<file path="src/rtl/rvfi_check_pkg.sv">
// Shared definitions for the RVFI data-memory window checker: checker state
// encoding and error-counter width.
`timescale 1ns/1ps
package rvfi_check_pkg;
  localparam int COUNT_W = 16;

  typedef enum logic {
    CHECK = 1'b0,
    FAIL  = 1'b1
  } chk_state_e;
endpackage

</file>
<file path="src/rtl/rvfi_dmem_window_check_if.sv">
// RVFI memory-retire bundle, one slice of each field per retire channel.
`timescale 1ns/1ps
interface rvfi_dmem_window_check_if #(
  parameter int XLEN = 32,
  parameter int NRET = 1
);
  logic [NRET-1:0]          rvfi_valid;
  logic [NRET*64-1:0]       rvfi_order;
  logic [NRET*XLEN-1:0]     rvfi_mem_addr;
  logic [NRET*XLEN/8-1:0]   rvfi_mem_rmask;
  logic [NRET*XLEN/8-1:0]   rvfi_mem_wmask;
  logic [NRET*XLEN-1:0]     rvfi_mem_rdata;
  logic [NRET*XLEN-1:0]     rvfi_mem_wdata;

  modport master (
    output rvfi_valid, rvfi_order, rvfi_mem_addr, rvfi_mem_rmask,
           rvfi_mem_wmask, rvfi_mem_rdata, rvfi_mem_wdata
  );
  modport slave (
    input  rvfi_valid, rvfi_order, rvfi_mem_addr, rvfi_mem_rmask,
           rvfi_mem_wmask, rvfi_mem_rdata, rvfi_mem_wdata
  );
endinterface

</file>
<file path="src/rtl/rvfi_dmem_shadow_word.sv">
// One shadowed memory word: XLEN/8 data bytes plus a written bit per byte.
`timescale 1ns/1ps
module rvfi_dmem_shadow_word #(
  parameter int XLEN = 32
) (
  input  logic              clk,
  input  logic              reset,
  input  logic              upd,
  input  logic [XLEN/8-1:0] wr_next,
  input  logic [XLEN-1:0]   data_next,
  output logic [XLEN/8-1:0] written,
  output logic [XLEN-1:0]   data
);
  always_ff @(posedge clk or posedge reset) begin
    if (reset)    written <= '0;
    else if (upd) written <= wr_next;
  end

  // Data bytes carry no reset; they are only trusted once their written bit is set.
  always_ff @(posedge clk) begin
    if (upd) data <= data_next;
  end
endmodule

</file>
<file path="src/rtl/rvfi_dmem_window_check.sv">
// Shadows a small window of data memory from RVFI retires and flags any read
// whose data disagrees with previously retired writes.
`timescale 1ns/1ps
module rvfi_dmem_window_check
  import rvfi_check_pkg::*;
#(
  parameter int XLEN        = 32,
  parameter int NRET        = 1,
  parameter int NWORDS      = 4,
  parameter bit STOP_ON_ERR = 1'b1
) (
  input  logic                    clk,
  input  logic                    reset,
  input  logic [XLEN-1:0]         dmem_base,
  rvfi_dmem_window_check_if.slave rvfi,
  output logic                    err,
  output logic [COUNT_W-1:0]      err_count,
  output logic [63:0]             err_order,
  output logic [1:0]              err_chan,
  output logic [XLEN-1:0]         err_addr,
  output logic [XLEN/8-1:0]       err_lanes
);
  localparam int NB = XLEN / 8;

  logic [NB-1:0]   sh_wr   [NWORDS];
  logic [XLEN-1:0] sh_data [NWORDS];
  logic [NB-1:0]   nx_wr   [NWORDS];
  logic [XLEN-1:0] nx_data [NWORDS];
  logic [NB-1:0]   mis_p0  [NRET];
  logic [XLEN-1:0] waddr   [NRET];

  logic            any_mis;
  logic [7:0]      lane_sum;
  logic [1:0]      cap_chan;
  logic [63:0]     cap_order;
  logic [XLEN-1:0] cap_addr;
  logic [NB-1:0]   cap_lanes;
  logic            upd;
  chk_state_e      state_q, state_d;

  function automatic logic [COUNT_W-1:0] sat_add(input logic [COUNT_W-1:0] a,
                                                 input logic [7:0] b);
    logic [COUNT_W:0] s;
    s = {1'b0, a} + (COUNT_W+1)'(b);
    return s[COUNT_W] ? {COUNT_W{1'b1}} : s[COUNT_W-1:0];
  endfunction

  // Stage p0: channels walk a working copy of the shadow in ascending order,
  // so a higher channel reads what lower channels wrote this same cycle.
  always_comb begin
    nx_wr   = sh_wr;
    nx_data = sh_data;
    for (int c = 0; c < NRET; c++) begin
      waddr[c]  = rvfi.rvfi_mem_addr[c*XLEN +: XLEN] & ~XLEN'(NB-1);
      mis_p0[c] = '0;
      for (int k = 0; k < NWORDS; k++) begin
        if (rvfi.rvfi_valid[c] && (waddr[c] == dmem_base + XLEN'(k*NB))) begin
          for (int i = 0; i < NB; i++) begin
            if (rvfi.rvfi_mem_rmask[c*NB+i] && nx_wr[k][i] &&
                (nx_data[k][i*8 +: 8] != rvfi.rvfi_mem_rdata[c*XLEN + i*8 +: 8]))
              mis_p0[c][i] = 1'b1;
          end
          for (int i = 0; i < NB; i++) begin
            if (rvfi.rvfi_mem_wmask[c*NB+i]) begin
              nx_data[k][i*8 +: 8] = rvfi.rvfi_mem_wdata[c*XLEN + i*8 +: 8];
              nx_wr[k][i]          = 1'b1;
            end
          end
        end
      end
    end
  end

  // Descending walk leaves the lowest failing channel in the capture fields.
  always_comb begin
    any_mis   = 1'b0;
    lane_sum  = '0;
    cap_chan  = '0;
    cap_order = '0;
    cap_addr  = '0;
    cap_lanes = '0;
    for (int c = NRET-1; c >= 0; c--) begin
      if (|mis_p0[c]) begin
        any_mis   = 1'b1;
        cap_chan  = 2'(c);
        cap_order = rvfi.rvfi_order[c*64 +: 64];
        cap_addr  = waddr[c];
        cap_lanes = mis_p0[c];
      end
      for (int i = 0; i < NB; i++) lane_sum = lane_sum + 8'(mis_p0[c][i]);
    end
  end

  always_ff @(posedge clk or posedge reset) begin
    if (reset) state_q <= CHECK;
    else       state_q <= state_d;
  end

  always_comb begin
    state_d = state_q;
    if (state_q == CHECK && any_mis) state_d = FAIL;
  end

  assign err = (state_q == FAIL);
  assign upd = !(STOP_ON_ERR && state_q == FAIL);

  for (genvar k = 0; k < NWORDS; k++) begin : g_word
    rvfi_dmem_shadow_word #(.XLEN(XLEN)) u_word (
      .clk       (clk),
      .reset     (reset),
      .upd       (upd),
      .wr_next   (nx_wr[k]),
      .data_next (nx_data[k]),
      .written   (sh_wr[k]),
      .data      (sh_data[k])
    );
  end

  // Stage p1: registered error report.
  always_ff @(posedge clk or posedge reset) begin
    if (reset) begin
      err_count <= '0;
      err_order <= '0;
      err_chan  <= '0;
      err_addr  <= '0;
      err_lanes <= '0;
    end else begin
      if (upd) err_count <= sat_add(err_count, lane_sum);
      if (state_q == CHECK && any_mis) begin
        err_order <= cap_order;
        err_chan  <= cap_chan;
        err_addr  <= cap_addr;
        err_lanes <= cap_lanes;
      end
    end
  end
endmodule

</file>
<file path="src/flat_wrapper.sv">
// flat-port wrapper written by rule: the top's interface ports become plain ports
module rvfi_dmem_window_check_flat import rvfi_check_pkg::*;
#(
  parameter int XLEN        = 32,
  parameter int NRET        = 1,
  parameter int NWORDS      = 4,
  parameter bit STOP_ON_ERR = 1'b1
)
  (clk, reset, dmem_base, err, err_count, err_order, err_chan, err_addr, err_lanes, rvfi_rvfi_valid, rvfi_rvfi_order, rvfi_rvfi_mem_addr, rvfi_rvfi_mem_rmask, rvfi_rvfi_mem_wmask, rvfi_rvfi_mem_rdata, rvfi_rvfi_mem_wdata);
  rvfi_dmem_window_check_if #(.XLEN(XLEN), .NRET(NRET)) rvfi_i ();
  input  logic clk;
  input  logic reset;
  input  logic [XLEN-1:0] dmem_base;
  output logic err;
  output logic [COUNT_W-1:0] err_count;
  output logic [63:0] err_order;
  output logic [1:0] err_chan;
  output logic [XLEN-1:0] err_addr;
  output logic [XLEN/8-1:0] err_lanes;
  input wire logic [$bits(rvfi_i.rvfi_valid)-1:0] rvfi_rvfi_valid;
  input wire logic [$bits(rvfi_i.rvfi_order)-1:0] rvfi_rvfi_order;
  input wire logic [$bits(rvfi_i.rvfi_mem_addr)-1:0] rvfi_rvfi_mem_addr;
  input wire logic [$bits(rvfi_i.rvfi_mem_rmask)-1:0] rvfi_rvfi_mem_rmask;
  input wire logic [$bits(rvfi_i.rvfi_mem_wmask)-1:0] rvfi_rvfi_mem_wmask;
  input wire logic [$bits(rvfi_i.rvfi_mem_rdata)-1:0] rvfi_rvfi_mem_rdata;
  input wire logic [$bits(rvfi_i.rvfi_mem_wdata)-1:0] rvfi_rvfi_mem_wdata;
  assign rvfi_i.rvfi_valid = rvfi_rvfi_valid;
  assign rvfi_i.rvfi_order = rvfi_rvfi_order;
  assign rvfi_i.rvfi_mem_addr = rvfi_rvfi_mem_addr;
  assign rvfi_i.rvfi_mem_rmask = rvfi_rvfi_mem_rmask;
  assign rvfi_i.rvfi_mem_wmask = rvfi_rvfi_mem_wmask;
  assign rvfi_i.rvfi_mem_rdata = rvfi_rvfi_mem_rdata;
  assign rvfi_i.rvfi_mem_wdata = rvfi_rvfi_mem_wdata;
  rvfi_dmem_window_check #(.XLEN(XLEN), .NRET(NRET), .NWORDS(NWORDS), .STOP_ON_ERR(STOP_ON_ERR)) u_core (.clk(clk), .reset(reset), .dmem_base(dmem_base), .rvfi(rvfi_i), .err(err), .err_count(err_count), .err_order(err_order), .err_chan(err_chan), .err_addr(err_addr), .err_lanes(err_lanes));
endmodule
</file>
<file path="config.mk">
export PLATFORM = sky130hd
export DESIGN_NAME = rvfi_dmem_window_check_flat
export DESIGN_NICKNAME = d
export VERILOG_FILES = /design/src/rtl/rvfi_check_pkg.sv /design/src/rtl/rvfi_dmem_window_check_if.sv /design/src/rtl/rvfi_dmem_shadow_word.sv /design/src/rtl/rvfi_dmem_window_check.sv /design/src/flat_wrapper.sv
export SDC_FILE = /design/constraint.sdc
export NUM_CORES = 1
export LEC_CHECK = 0
export ABC_AREA = 1
export CORE_ASPECT_RATIO = 0.9
export CORE_MARGIN = 3
export CORE_UTILIZATION = 45
export DETAILED_ROUTE_END_ITERATION = 12
export PLACE_DENSITY = 0.73
export RECOVER_POWER = 50
export SYNTH_ARGS = -nofsm -noshare
export SYNTH_HDL_FRONTEND = slang
export SYNTH_SLANG_ARGS = --single-unit
</file>
<file path="constraint.sdc">
create_clock -name clk -period 5.1 [get_ports clk]
set_input_delay 1.275 -clock clk [delete_from_list [all_inputs] [get_ports clk]]
set_output_delay 1.275 -clock clk [all_outputs]
set_load 0.02 [all_outputs]
</file>
Word-level counts from Yosys, hierarchy flattened. Cells that the tools add are included.

Input port bits: 203. Register bits after elaboration: 261. Word-level logic and storage cells: 144. Output and inout port bits: 119.

Reduce and logical (&&, ||, !) cells: 54. Bitwise logic cells: 1. Muxes and demuxes: 25. $add $sub $neg: 7. Equality and inequality tests: 20.

Operators by type and width (count): 32-bit equality test (4); 8-bit inequality test (16); 32-bit by 4-bit adder with 32-bit output, second input constant (2); 64-bit 2-to-1 mux (1); 3-bit AND reduction (16); 1-bit logical AND (37); 32-bit by 3-bit adder with 32-bit output, second input constant (1); 32-bit 2-to-1 mux (1); 4-bit 2-to-1 mux (5); 16-bit by 8-bit adder with 17-bit output (1); 1-bit 2-to-1 mux (17); 8-bit by 1-bit adder with 8-bit output (2); 16-bit 2-to-1 mux (1); 4-bit OR reduction (1); 1-bit by 1-bit adder with 2-bit output (1); 1-bit NOT (1).

Longest topological paths before layout.
Depth in word-level cells: 15. Gate-level depth with buffers: 34. Depth with buffers taken out: 34.

By module. From an unflattened synthesis, not the netlist that was laid out.

Cells, all modules: 2193. Area total of the unflattened synthesis: 16239.3 µm².

Modules (own cells, without submodules): rvfi_dmem_window_check (area each 11785.1 µm², cells each 1993, times used 1, sequential area each 2877.8 µm²); rvfi_dmem_shadow_word (area each 1113.6 µm², cells each 50, times used 4, sequential area each 1061.0 µm²).

Worst setup path after synthesis. No wires, ideal clock.

Path kind: input -> register. Start: input port dmem_base[2]. End: register u_core.err_count[14]. Library setup time: 0.124 ns. Path buffers: 1. Arrival time: 6.034 ns. Stages: 32. Setup slack: -1.059 ns. Required time: 4.976 ns. Cells stage by stage: buf_2 inv_1 ha_1 nor2_1 nand2_2 nor2_2 nand2_1 nand2_1 nand2_1 nor2_1 nand2_1 nor2_1 nand3_1 o22a_1 nand2_1 inv_1 ha_1 fa_1 ha_1 inv_1 fa_1 or2_2 nand2_1 nand3_1 nor2_1 inv_1 nor3_1 nand2_1 nor2_1 inv_1 o32ai_1 inv_1.

Longest elaborated chain between the ends: 14. Elaborated cells between the ends (all ways): 32. Classes of those cells: add/sub: 7; eq/ne: 4; mux: 17; reduce/logical: 4.

Ends and longest elaborated chain: from (decl) (line flat_wrapper.sv:13) `input logic [XLEN-1:0] dmem_base;`; branches (longest 8 deep; another with 32-bit by 3-bit adder with 32-bit output); 4-bit 2-to-1 mux * (line rvfi_dmem_window_check.sv:57) `if (rvfi.rvfi_valid[c] && (waddr[c] == dmem_base + XLEN'(k*NB))) begin`; 1-bit by 1-bit adder with 2-bit output (line rvfi_dmem_window_check.sv:90) `for (int i = 0; i < NB; i++) lane_sum = lane_sum + 8'(mis_p0[c][i]);`; 8-bit by 1-bit adder with 8-bit output (line rvfi_dmem_window_check.sv:90); 8-bit by 1-bit adder with 8-bit output * (line rvfi_dmem_window_check.sv:90); 16-bit by 8-bit adder with 17-bit output * (line rvfi_dmem_window_check.sv:44) `s = {1'b0, a} + (COUNT_W+1)'(b);`; 16-bit 2-to-1 mux * (line rvfi_dmem_window_check.sv:45) `return s[COUNT_W] ? {COUNT_W{1'b1}} : s[COUNT_W-1:0];`; to (signal assigned) (line rvfi_dmem_window_check.sv:128) `if (upd) err_count <= sat_add(err_count, lane_sum);`; to (decl) (line rvfi_dmem_window_check.sv:17) `output logic [COUNT_W-1:0] err_count,`.

Every way passes the cells marked *. A chain may end at the register's enable or synchronous reset.

Final worst setup path.
Start: input port dmem_base[3]. End: register u_core.err_count[14].

The elaborated chain is that of the path after synthesis.

==> run_results.csv <==
group,metric,value,unit
sta,slew_viol_final,106,
sta,max_freq,184.8,MHz
logic_synthesis,synthDistinctLibCells,39,
flow_run,max-cap-violations,2,
sta,rsz0062_at_grt,"true",
global_routing,antenna_found_initial,11,
global_routing,grt-ovfl-total,0,
sta,fin_ws,-0.3123,ns
logic_synthesis,synthArstFlopShare,50.58,%
critical_path,crit_top_cell,"nor2_4",
routing,viasPerCell,5.069,
clock_tree,cts_sinks,259,
clock_tree,clkTransAtPathRegs,0.06,ns
routing,first_iter_violations,877,
die,core-area,30030,um2
cells_and_area,area_growth,54.55,%
critical_path,end_kind,"register",
clock_tree,cts_max_path_buffers,3,
global_routing,grt_pass1_wl,72.37,mm
placement,dpl.hpwl,36.18,mm
sta,hold_slack,0.4650,ns
logic_synthesis,syn_area,13780,um2
placement,post_dp_cell_area,19070,um2
clock_tree,htreeDepth,1,
clock_tree,cts_made_buffers,27,
clock_tree,clk_latency,0.54,ns
cells_and_area,stdcell_area,21300,um2
routing,ant_nets,0,
die,die_h,172.0,um
global_routing,first_global_vias,13260,
logic_synthesis,synth_sequential_area_ratio,51.68,%
logic_synthesis,synthCells,1610,
die,io_pins,322,
sta,finalSetupViolCount,52,
die,rows,60,
logic_synthesis,synth.area.top_cells,"edfxtp_1 28%, dfrtp_1 24%, nand2_1 15%",
routing,dr.pass1.iters,5,
critical_path,cp.required,5.58,ns
cells_and_area,final_cell_mix,"480 x nand2_1, 265 x buf_4, 188 x clkdlybuf4s50_1",
hold_path,hold_class,"register to register",
placement,gp_congestion,0.9768,
die,die_w,190.5,um
status,violations,"capacitance limit, slew limit, setup timing",
logic_synthesis,syn_area_per_cell,8.559,um2
routing,vias,13350,
logic_synthesis,yosysTopAreaCellShare,27.89,%
sta,worst_slew_pin_slew,2.255,ns
cells_and_area,layout_commonest_cell,"nand2_1",
routing,drc,0,
logic_synthesis,synth-seq-cells,259,
critical_path,crit_arrival,5.89,ns
critical_path,max_stage_delay,0.55,ns
sta,final.period_utilization,106.1,%
sta,finClkSkew,0.01018,ns
die,start_util,45.89,%
placement,place.port_buffers,315,
status,status,"complete, but fails checks",
die,design.die.area,32760,um2
logic_synthesis,synth.largest_area_cell,"edfxtp_1",
sta,hold_viol,0,
critical_path,cp.buffers_inverters,8,
power_and_ir_drop,powerDensity,221.4,nW/um2
critical_path,critPathTopFamily,"simple AND/OR/NAND/NOR gates",
power_and_ir_drop,peakVddDrop,0.2655,mV
critical_path,worstSetupPathType,"input port to register",
logic_synthesis,synthFlopType,"dfrtp_1",
logic_synthesis,ys_warn_count,0,
cells_and_area,drive_gt1_share,27.19,%
cells_and_area,fin_util,70.93,%
global_routing,grt_max_degree,106,
logic_synthesis,synth_edf_count,128,
routing,wirelength,48.31,mm
routing,wire_per_inst,18.34,um
clock_tree,cts_tree,"built",
critical_path,critPathLaunchType,"input port",
sta,period_minus_slack,5.412,ns
clock_tree,root_buffer,"clkbuf_16",
critical_path,critPathMaxFanout,6,
global_routing,grtUsageTotal,28.20,%
power_and_ir_drop,p_leak,9.783,nW
critical_path,critPathSlowestCell,"fa_2",
sta,maxSlewHeadroom,-50.32,%
cells_and_area,nNetsFinal,2415,
-- registers in the layout (all words and copies together), names as in the netlist --
name and cells:
u_core.g_word.u_word.written 16, u_core.err_lanes 4, u_core.g_word.u_word.data 128, u_core.err_order 64
u_core.err_count 16, u_core.err 1, u_core.err_addr 30
-- where the power goes --
group	switching (W)	internal (W)	leakage, nW	total (W)
clock	0.000797	0.00107	0.416	0.00187
sequential	0	0.00220	2.95	0.00220
combinational	0.000341	0.000312	6.41	0.000652
-- metal layers --
metal	track usage [%]	wire (um)	vias up
met5	0	46	-
met2	47.93	23250	529
li1	-	-	6409
met4	8.868	1442	6
met3	5.554	3924	98
met1	36.79	19650	6310
-- Yosys cell counts, types with 7 or more instances --
cell type,n
edfxtp_1,128
nor2_2,16
buf_2,19
o21ai_0,30
xnor2_1,78
ha_1,10
xor2_1,60
nand4_1,38
clkbuf_1,15
inv_1,118
nor4_1,13
nand3_1,179
nor3_1,7
or2_2,33
nor2_1,138
dfrtp_1,131
nand2_1,538
-- layout make-up --
type,count,area [um2]
Antenna cell,10,25.02
Clock buffer,39,750.7
Clock inverter,11,82.58
Fill cell,2377,8731
Inverter,119,466.7
Multi-Input combinational cell,1188,6949
Sequential cell,259,7122
Tap cell,403,504.2
Timing Repair Buffer,605,5398
-- kinds of logic (layout without fill, tap and decap cells) --
group	Yosys count	in the layout	share of synthesized area, %
other cells	1	14	0.02721
flops	259	259	51.68
simple gates	981	981	30.87
compound gates	53	53	2.297
fa+ha+maj	12	12	1.198
buf+inv	166	774	5.157
xor+xnor	138	138	8.771
-- final timing paths --
path / from / end / slack [ns] / cells after the start
min in group asynchronous: reset / u_core.err_order[10]$_DFFE_PP0P_ / 1.89 / 2
setup / recovery: dmem_base[3] / u_core.err_count[14]$_DFFE_PP0N_ / -0.31 / 35
hold / removal: u_core.err_order[27]$_DFFE_PP0P_ / u_core.err_order[27]$_DFFE_PP0P_ / 0.47 / 2
max in group asynchronous: reset / u_core.err_order[16]$_DFFE_PP0P_ / 1.03 / 3
setup reg to reg: u_core.g_word[1].u_word.data[15]$_DFFE_PP_ / u_core.err_count[14]$_DFFE_PP0N_ / 0.71 / 30
hold reg to reg: u_core.err_order[27]$_DFFE_PP0P_ / u_core.err_order[27]$_DFFE_PP0P_ / 0.47 / 2
-- timing repair --
item                                    in CTS  in global routing
hold buffers                                 0                  0
gates resized for setup                    338                 69
endpoints found under the hold margin        0                  0
pin swaps                                  104                 43
buffers inserted                            57                  7
endpoints found under the setup margin      16                 52
gates cloned                                 0                  4
-- worst reg2reg max path, delay by kind of cell, from the launching register on --
kind / cells / cell delay, ns
AND/OR/NAND/NOR: 14 / 1.66
buffers and inverters: 11 / 1.11
adder cells (fa/ha/maj): 3 / 0.79
AO/OA/AOI/OAI: 2 / 0.41
flip-flops: 1 / 0.36
-- stage by stage --
stage | worst slack [ns] | TNS [ns] | power, W | cells
after global routing | -0.5131 | -20.65 | 0.004880 | 2632
after detailed placement | -1.661 | -25.69 | 0.002838 | 2506
after floorplan | -0.5138 | -4.983 | 0.002460 | 1613
after CTS | -0.1450 | -1.670 | 0.004732 | 2613
after global placement | -1.680 | -25.59 | 0.002837 | 2506
final | -0.3123 | -12.57 | 0.004716 | 2634
(Power assumes the default switching activity.)
